===== config.mk =====
export PLATFORM = sky130hd
export DESIGN_NAME = alu_seq_muldiv
export DESIGN_NICKNAME = d
export VERILOG_FILES = /design/src/rtl/alu_seq_muldiv.sv
export SDC_FILE = /design/constraint.sdc
export NUM_CORES = 1
export LEC_CHECK = 0
export CORE_UTILIZATION = 38
export CTS_BUF_LIST = sky130_fd_sc_hd__clkbuf_4
export CTS_CLUSTER_SIZE = 8
export DETAILED_ROUTE_END_ITERATION = 7
export PLACE_DENSITY_LB_ADDON = 0.12
export SLEW_MARGIN = 20
export SYNTH_ARGS = -nofsm -noshare
export SYNTH_HDL_FRONTEND = slang
export SYNTH_SLANG_ARGS = --single-unit

===== constraint.sdc =====
create_clock -name clk -period 3.95 [get_ports clk]
set_clock_uncertainty 0.05 [all_clocks]
set_input_delay 0.79 -clock clk [delete_from_list [all_inputs] [get_ports clk]]
set_output_delay 0.79 -clock clk [all_outputs]
set_load 0.1 [all_outputs]

===== src/rtl/alu_seq_muldiv.sv =====
// alu_seq_muldiv: multi-cycle MUL / DIVU / REMU sequencer that borrows the
// shared execute-stage ALU, one ALU operation per clock.
//
// Ports:
//   clk, reset        - single clock, synchronous active-high reset
//   start, op         - request (sampled only in IDLE); op 00 MUL, 01 DIVU,
//                       10 REMU, 11 reserved (completes with result 0)
//   rs1, rs2          - operands, captured together with start
//   busy              - high in every state except IDLE
//   done              - one-cycle completion pulse
//   result            - final value, valid with done, held until next done
//   alu_a/alu_b/alu_ctrl - operands and control driven to the shared ALU
//   alu_result        - combinational ALU output fed back to this block
//
// All outputs are registered. Next-state and next-register values are formed
// in one combinational process and the ALU drive is derived from those next
// values, so the registered ALU outputs always match the state they belong to.
module alu_seq_muldiv #(
  parameter int WIDTH = 32
) (
  input  logic             clk,
  input  logic             reset,
  input  logic             start,
  input  logic [1:0]       op,
  input  logic [WIDTH-1:0] rs1,
  input  logic [WIDTH-1:0] rs2,
  output logic             busy,
  output logic             done,
  output logic [WIDTH-1:0] result,
  output logic [WIDTH-1:0] alu_a,
  output logic [WIDTH-1:0] alu_b,
  output logic [3:0]       alu_ctrl,
  input  logic [WIDTH-1:0] alu_result
);

  localparam int CNT_W = $clog2(WIDTH) + 1;
  localparam logic [CNT_W-1:0] LAST_STEP = CNT_W'(WIDTH - 1);

  localparam logic [1:0] OP_MUL  = 2'b00;
  localparam logic [1:0] OP_DIVU = 2'b01;
  localparam logic [1:0] OP_REMU = 2'b10;

  localparam logic [3:0] CTRL_ADD  = 4'b0000;
  localparam logic [3:0] CTRL_SUB  = 4'b0001;
  localparam logic [3:0] CTRL_SLTU = 4'b1000;

  typedef enum logic [2:0] {
    IDLE     = 3'd0,
    MUL_STEP = 3'd1,
    DIV_CMP  = 3'd2,
    DIV_SUB  = 3'd3,
    DONE     = 3'd4
  } state_t;

  state_t           state_r, state_s;
  logic [1:0]       op_r, op_s;
  logic [CNT_W-1:0] count_r, count_s;
  logic [WIDTH-1:0] acc_r, acc_s;
  logic [WIDTH-1:0] mcand_r, mcand_s;
  logic [WIDTH-1:0] mplier_r, mplier_s;
  logic [WIDTH-1:0] rem_r, rem_s;
  logic [WIDTH-1:0] quot_r, quot_s;
  logic [WIDTH-1:0] dvs_r, dvs_s;
  logic             ge_r, ge_s;
  logic [WIDTH-1:0] result_r, result_s;
  logic             busy_r, done_r;
  logic [WIDTH-1:0] alu_a_r, alu_a_s;
  logic [WIDTH-1:0] alu_b_r, alu_b_s;
  logic [3:0]       alu_ctrl_r, alu_ctrl_s;
  logic [WIDTH-1:0] trial_s;

  assign busy     = busy_r;
  assign done     = done_r;
  assign result   = result_r;
  assign alu_a    = alu_a_r;
  assign alu_b    = alu_b_r;
  assign alu_ctrl = alu_ctrl_r;

  // Restoring-division shift: remainder gains the next dividend bit. The bit
  // shifted out of rem (ovf) means the true trial value is >= 2^WIDTH.
  assign trial_s = {rem_r[WIDTH-2:0], quot_r[WIDTH-1]};

  // Next-state, datapath-register and ALU-drive computation.
  always_comb begin
    state_s  = state_r;
    op_s     = op_r;
    count_s  = count_r;
    acc_s    = acc_r;
    mcand_s  = mcand_r;
    mplier_s = mplier_r;
    rem_s    = rem_r;
    quot_s   = quot_r;
    dvs_s    = dvs_r;
    ge_s     = ge_r;
    result_s = result_r;

    case (state_r)
      IDLE: begin
        if (start) begin
          op_s    = op;
          count_s = '0;
          case (op)
            OP_MUL: begin
              acc_s    = '0;
              mcand_s  = rs1;
              mplier_s = rs2;
              state_s  = MUL_STEP;
            end
            OP_DIVU, OP_REMU: begin
              if (rs2 != '0) begin
                rem_s   = '0;
                quot_s  = rs1;
                dvs_s   = rs2;
                state_s = DIV_CMP;
              end else begin
                // Divide by zero follows the RV32M convention.
                result_s = (op == OP_DIVU) ? '1 : rs1;
                state_s  = DONE;
              end
            end
            default: begin
              result_s = '0;
              state_s  = DONE;
            end
          endcase
        end else begin
          state_s = IDLE;
        end
      end
      MUL_STEP: begin
        if (mplier_r[0]) begin
          acc_s = alu_result;
        end else begin
          acc_s = acc_r;
        end
        mcand_s  = mcand_r << 1;
        mplier_s = mplier_r >> 1;
        count_s  = count_r + CNT_W'(1);
        if (count_r == LAST_STEP) begin
          result_s = acc_s;
          state_s  = DONE;
        end else begin
          state_s = MUL_STEP;
        end
      end
      DIV_CMP: begin
        // alu_result[0] is trial < dvs; any overflowed trial is >= dvs.
        ge_s    = rem_r[WIDTH-1] | ~alu_result[0];
        rem_s   = trial_s;
        quot_s  = quot_r << 1;
        state_s = DIV_SUB;
      end
      DIV_SUB: begin
        // The SUB runs every pair so latency does not depend on the data;
        // the modulo difference is exact because the true remainder < dvs.
        if (ge_r) begin
          rem_s  = alu_result;
          quot_s = {quot_r[WIDTH-1:1], 1'b1};
        end else begin
          rem_s  = rem_r;
          quot_s = quot_r;
        end
        count_s = count_r + CNT_W'(1);
        if (count_r == LAST_STEP) begin
          result_s = (op_r == OP_DIVU) ? quot_s : rem_s;
          state_s  = DONE;
        end else begin
          state_s = DIV_CMP;
        end
      end
      DONE: begin
        state_s = IDLE;
      end
      default: begin
        state_s = IDLE;
      end
    endcase

    // ALU drive for the state being entered, built from next-cycle values.
    case (state_s)
      MUL_STEP: begin
        alu_a_s    = acc_s;
        alu_b_s    = mcand_s;
        alu_ctrl_s = CTRL_ADD;
      end
      DIV_CMP: begin
        alu_a_s    = {rem_s[WIDTH-2:0], quot_s[WIDTH-1]};
        alu_b_s    = dvs_s;
        alu_ctrl_s = CTRL_SLTU;
      end
      DIV_SUB: begin
        alu_a_s    = rem_s;
        alu_b_s    = dvs_s;
        alu_ctrl_s = CTRL_SUB;
      end
      default: begin
        alu_a_s    = '0;
        alu_b_s    = '0;
        alu_ctrl_s = CTRL_ADD;
      end
    endcase
  end

  // State, datapath and output registers; reset aborts any operation.
  always_ff @(posedge clk) begin
    if (reset) begin
      state_r    <= IDLE;
      op_r       <= 2'b00;
      count_r    <= '0;
      acc_r      <= '0;
      mcand_r    <= '0;
      mplier_r   <= '0;
      rem_r      <= '0;
      quot_r     <= '0;
      dvs_r      <= '0;
      ge_r       <= 1'b0;
      result_r   <= '0;
      busy_r     <= 1'b0;
      done_r     <= 1'b0;
      alu_a_r    <= '0;
      alu_b_r    <= '0;
      alu_ctrl_r <= 4'b0000;
    end else begin
      state_r    <= state_s;
      op_r       <= op_s;
      count_r    <= count_s;
      acc_r      <= acc_s;
      mcand_r    <= mcand_s;
      mplier_r   <= mplier_s;
      rem_r      <= rem_s;
      quot_r     <= quot_s;
      dvs_r      <= dvs_s;
      ge_r       <= ge_s;
      result_r   <= result_s;
      busy_r     <= (state_s != IDLE);
      done_r     <= (state_s == DONE);
      alu_a_r    <= alu_a_s;
      alu_b_r    <= alu_b_s;
      alu_ctrl_r <= alu_ctrl_s;
    end
  end

endmodule


# Word-level counts from Yosys, hierarchy flattened

Cells that the tools add are included.

Flip-flop bits (word level): 306
Input port bits: 101
Output and inout bits: 102
Word-level logic and storage cells: 98

Add/sub/neg operators: 1
Equality and inequality tests: 19
Mux-type cells: 43
Bitwise logic cells: 2
Reductions and logical operators: 16

Operators by type and width:

| kind                                          | count |
|---|---|
| two-way mux 32 bit                            | 24 |
| case mux 32 bit (3 select lines)              | 4 |
| case mux 32 bit (2 select lines)              | 5 |
| nonzero test 32 bit                           | 1 |
| == test 3 x 2 -> 1 bit, second input constant | 4 |
| two-way mux 3 bit                             | 4 |
| case mux 3 bit (4 select lines)               | 1 |
| case mux 6 bit (2 select lines)               | 1 |
| != test 2 bit, second input constant          | 5 |
| nonzero test 3 bit                            | 3 |
| case mux 4 bit (2 select lines)               | 1 |
| adder 6 x 1 -> 6 bit, second input constant   | 1 |
| == test 3 x 1 -> 1 bit, second input constant | 2 |
| == test 6 x 5 -> 1 bit, second input constant | 1 |
| two-way mux 6 bit                             | 1 |
| case mux 3 bit (2 select lines)               | 1 |
| AND reduction 6 bit                           | 1 |
| OR reduction 2 bit                            | 3 |
| == test 2 x 1 -> 1 bit, second input constant | 2 |
| != test 2 x 1 -> 1 bit, second input constant | 2 |
| AND reduction 2 bit                           | 2 |
| AND reduction 4 bit                           | 1 |
| nonzero test 2 bit                            | 2 |
| == test 3 bit, second input constant          | 1 |
| other kinds (8)                               | 8 |

# Longest topological paths before layout

Depth after elaboration: 8
Gate-level depth with buffers: 10

# Worst setup path before layout

OpenSTA, ideal clock, no wires.

Path type: input to register
Start: in op[1]
End: reg alu_a_r[10] (netlist: alu_a[10])
Library setup time: 0.124 ns
Arrival time: 2.452 ns
Data required time: 3.776 ns
Setup slack: 1.324 ns
Stages: 10
Path through: inv_1 -> ha_1 -> a21oi_1 -> or3_1 -> clkbuf_1 -> clkbuf_1 -> clkbuf_1 -> a21o_1 -> a222oi_1 -> nor2_1

Word-level cells in the longest chain between the ends: 7

RTL lines:

| element                                                          | line | RTL |
|---|---|---|
| start, declared                                                  | 24   | `input logic [1:0] op,` |
| == test 2 x 1 -> 1 bit or == test 2 bit (tied branches)          | 102  | `case (op)` |
| OR reduction 2 bit                                               | 102  |  |
| case mux 3 bit (2 select lines)                                  | 102  |  |
| two-way mux 3 bit                                                | 99   | `if (start) begin` |
| case mux 3 bit (4 select lines)                                  | 97   | `case (state_r)` |
| == test 3 x 2 -> 1 bit or == test 3 x 1 -> 1 bit (tied branches) | 180  | `case (state_s)` |
| case mux 32 bit (3 select lines) (*)                             | 180  |  |
| end signal, assigned                                             | 237  | `alu_a_r <= alu_a_s;` |
| end, declared                                                    | 67   | `logic [WIDTH-1:0] alu_a_r, alu_a_s;` |

Mark *: on every way between the ends. The rest lies on a longest branch, timed or not.
A chain may end at the register's enable or synchronous reset.

# Final worst setup path

Start: reg result_r[1] (netlist: result[1])
End: out result[1]

RTL lines:

| element                | line | RTL |
|---|---|---|
| start, declared        | 65   | `logic [WIDTH-1:0] result_r, result_s;` |
| start signal, assigned | 234  | `result_r <= result_s;` |
| end, declared          | 29   | `output logic [WIDTH-1:0] result,` |

No word-level cell between the ends.

==> flow_summary_export.csv <==
group,metric,value,unit
logic_synthesis,ys_top_cells_by_area,"dfxtp_1 47%, a222oi_1 9.3%, nor2_1 7.8%, a211oi_1 3.7%, nand2_1 3.3%",
global_route,grt_max_degree,98,
clocking,cts.reportedPaths.clkPinSlew,60,ps
die,die_y,188,um
critical_path,path_delay_family,"buffers and inverters",
status,violations,"DRC",
hold_path,hp-class,"input port to register",
placement,portBuffers,200,
logic_synthesis,yosysTopAreaCellShare,46.5,%
global_route,grt_overflow,0,
sta,rsz0062_at_grt,"false",
sta,slew_viol_final,0,
die,fp.coreArea,33700,sq um
clocking,cts_buffers,85,
logic_synthesis,syn_avg_cell_area,8.77,sq um
logic_synthesis,synth-main-ff-cell,"dfxtp_1",
critical_path,worst_setup_path_end_kind,"output pin",
clocking,cts.sinks,304,
logic_synthesis,post-synth-top-area-cell,"dfxtp_1",
critical_path,critPathMaxStageDelay,1160,ps
power_and_ir_drop,clockPowerShare,36.7,%
power_and_ir_drop,power_density,465,nW/um^2
layout,area_delta_synth_final,25.8,%
power_and_ir_drop,pwr-share-seq,43.0,%
logic_synthesis,synth_cells,1493,
logic_synthesis,yosysMostFrequentCell,"dfxtp_1",
clocking,worstSkewPairLatency,720,ps
power_and_ir_drop,peakVddDrop,0.185,mV
power_and_ir_drop,p_switching,0.00252,W
critical_path,worstPathArrival,2240,ps
power_and_ir_drop,p_leak,6.02,nW
critical_path,path_buf_inv,1,
sta,fmax,325,MHz
die,start_util,38.8,%
route,drt-total-wl,42800,um
logic_synthesis,ys_seq_area_share,46.5,%
logic_synthesis,synth_edf_count,0,
clocking,cts_tree,"built",
logic_synthesis,async_flop_share,0,%
sta,layout_min_cycle_time,3080,ps
clocking,cts-root-buf,"clkbuf_4",
logic_synthesis,synth_common_cells,"304 x dfxtp_1, 272 x nor2_1, 122 x a222oi_1",
global_route,grt_pass1_vias,12009,
power_and_ir_drop,pwr-share-comb,20.3,%
status,outcome,"finished with violations",
critical_path,crit_path_start_kind,"register",
sta,worst_pin_slew,1060,ps
clocking,max-clock-path-buffers,3,
layout,fin_nets,1770,
sta,fin_ws,875,ps
placement,place.gp.congestion,0.813,
die,rows,67,
layout,drive_gt1_share,10.3,%
route,vias,12501,
power_and_ir_drop,internal_power,0.00514,W
route,wire_per_inst,19.7,um
clocking,ctsHoldBuffers,0,
placement,dpl_worst_slack,298,ps
global_route,grt_pass1_wl,66800,um
global_route,antenna_found_initial,3,
power_and_ir_drop,sw_frac_of_total,32.9,%
clocking,cts.repair.resized,0,
logic_synthesis,synth-seq-cells,304,
critical_path,cp_max_fo,2,
critical_path,cp_slowest_cell,"clkdlybuf4s50_1",
placement,dp_hpwl,28000,um
route,first_iter_violations,1508,
clocking,h-tree-depth,3,
sta,setup_violations,0,
sta,timing.final.crit_share,77.9,%
logic_synthesis,syn_area,13100,sq um
sta,hold_slack,393,ps
sta,final_hold_viol_count,0,
critical_path,crit_type,"register to output pin",
die,die_w,188,um
critical_path,cp.required,3110,ps
clocking,post_cts_buffers,0,
route,vias_per_cell,5.76,
flow_run,max-cap-violations,0,
logic_synthesis,ys_types,50,
route,dr.pass1.iters,8,
logic_synthesis,yosysWarnings,0,
sta,fin_setup_tns,0,ps
route,antenna_left,0,
sta,slew_headroom,29.1,%
critical_path,path_cells,"clkdlybuf4s50_1",
die,die_area,35200,sq um
die,io_pins,203,
global_route,grt_usage,23.8,%
route,drc,15,
power by group through the flow:
stage	registers, W	logic (W)	clock network (W)
global route	0.00331	0.00166	0.00307
finish	0.00329	0.00155	0.00281
floorplan	0.00369	0.000684	0
global placement	0.00336	0.00155	0
CTS	0.00329	0.00155	0.00290
detailed placement	0.00336	0.00155	0
state kept, by name, summed over array words and instances, names as in the netlist:
signal / cells
mcand_r: 32
alu_ctrl: 2
busy: 1
ge_r: 1
mplier_r: 32
alu_b: 32
alu_a: 32
done: 1
count_r: 6
op_r: 2
result: 32
rem_r: 32
quot_r: 32
dvs_r: 32
acc_r: 32
state_r: 3
layout make-up:
cell class	count	area (sq um)
Sequential cell	304	6090
Antenna cell	2	5.00
Inverter	8	30.0
Multi-Input combinational cell	1034	6390
Timing Repair Buffer	232	2340
Fill cell	3359	17200
Clock buffer	116	871
Clock inverter	28	183
Tap cell	448	561
cells in the final DEF, fill, tap and decap left out, types with 32 or more instances in the layout:
cell type / n
a211oi_1: 65
nor2b_1: 32
o21ai_0: 37
a22oi_1: 32
and2_1: 64
dfxtp_1: 302
clkdlybuf4s50_1: 199
a22o_1: 34
nor3_1: 36
nor2_1: 270
a21o_1: 33
a21oi_1: 72
mux2i_1: 33
clkbuf_4: 116
a222oi_1: 122
nand2_1: 115
cells by family after synthesis:
family / Yosys count / share of synthesized area (%)
flip-flops: 304 / 46.5
multiplexers: 34 / 2.61
AND/OR/NAND/NOR: 549 / 18.9
other: 1 / 0.0287
buffers and inverters: 156 / 5.00
adder cells (fa/ha/maj): 4 / 0.382
AO/OA/AOI/OAI: 445 / 26.6
final timing paths:
check	from	endpoint	slack, ps	depth (start not counted)
setup / recovery	result[1]	result[1]	870	1
hold / removal	reset	mplier_r[13]	390	2
setup reg to reg	state_r[0]	alu_a[24]	1070	7
hold reg to reg	op_r[1]	op_r[1]	410	2
per-layer routing:
metal	global-route usage, %	routed length [um]	share of wire [%]	vias to the layer above
li1	-	-	-	5911
met5	0	12	0.028	-
met1	33.1	19400	45	5967
met3	5.00	3660	8.6	65
met4	7.91	856	2.0	2
met2	36.6	18800	44	556
through the flow:
stage               instance area (sq um)  total power (W)  instances  util (%)
floorplan                           13100          0.00437       1494         -
global placement                    15400          0.00491       2026      45.7
detailed placement                  15400          0.00491       2026      45.7
CTS                                 16500          0.00775       2170      48.8
global route                        16500          0.00803       2172      48.9
finish                              16500          0.00766       2172      48.9
Power figures use the tool's default switching activity.
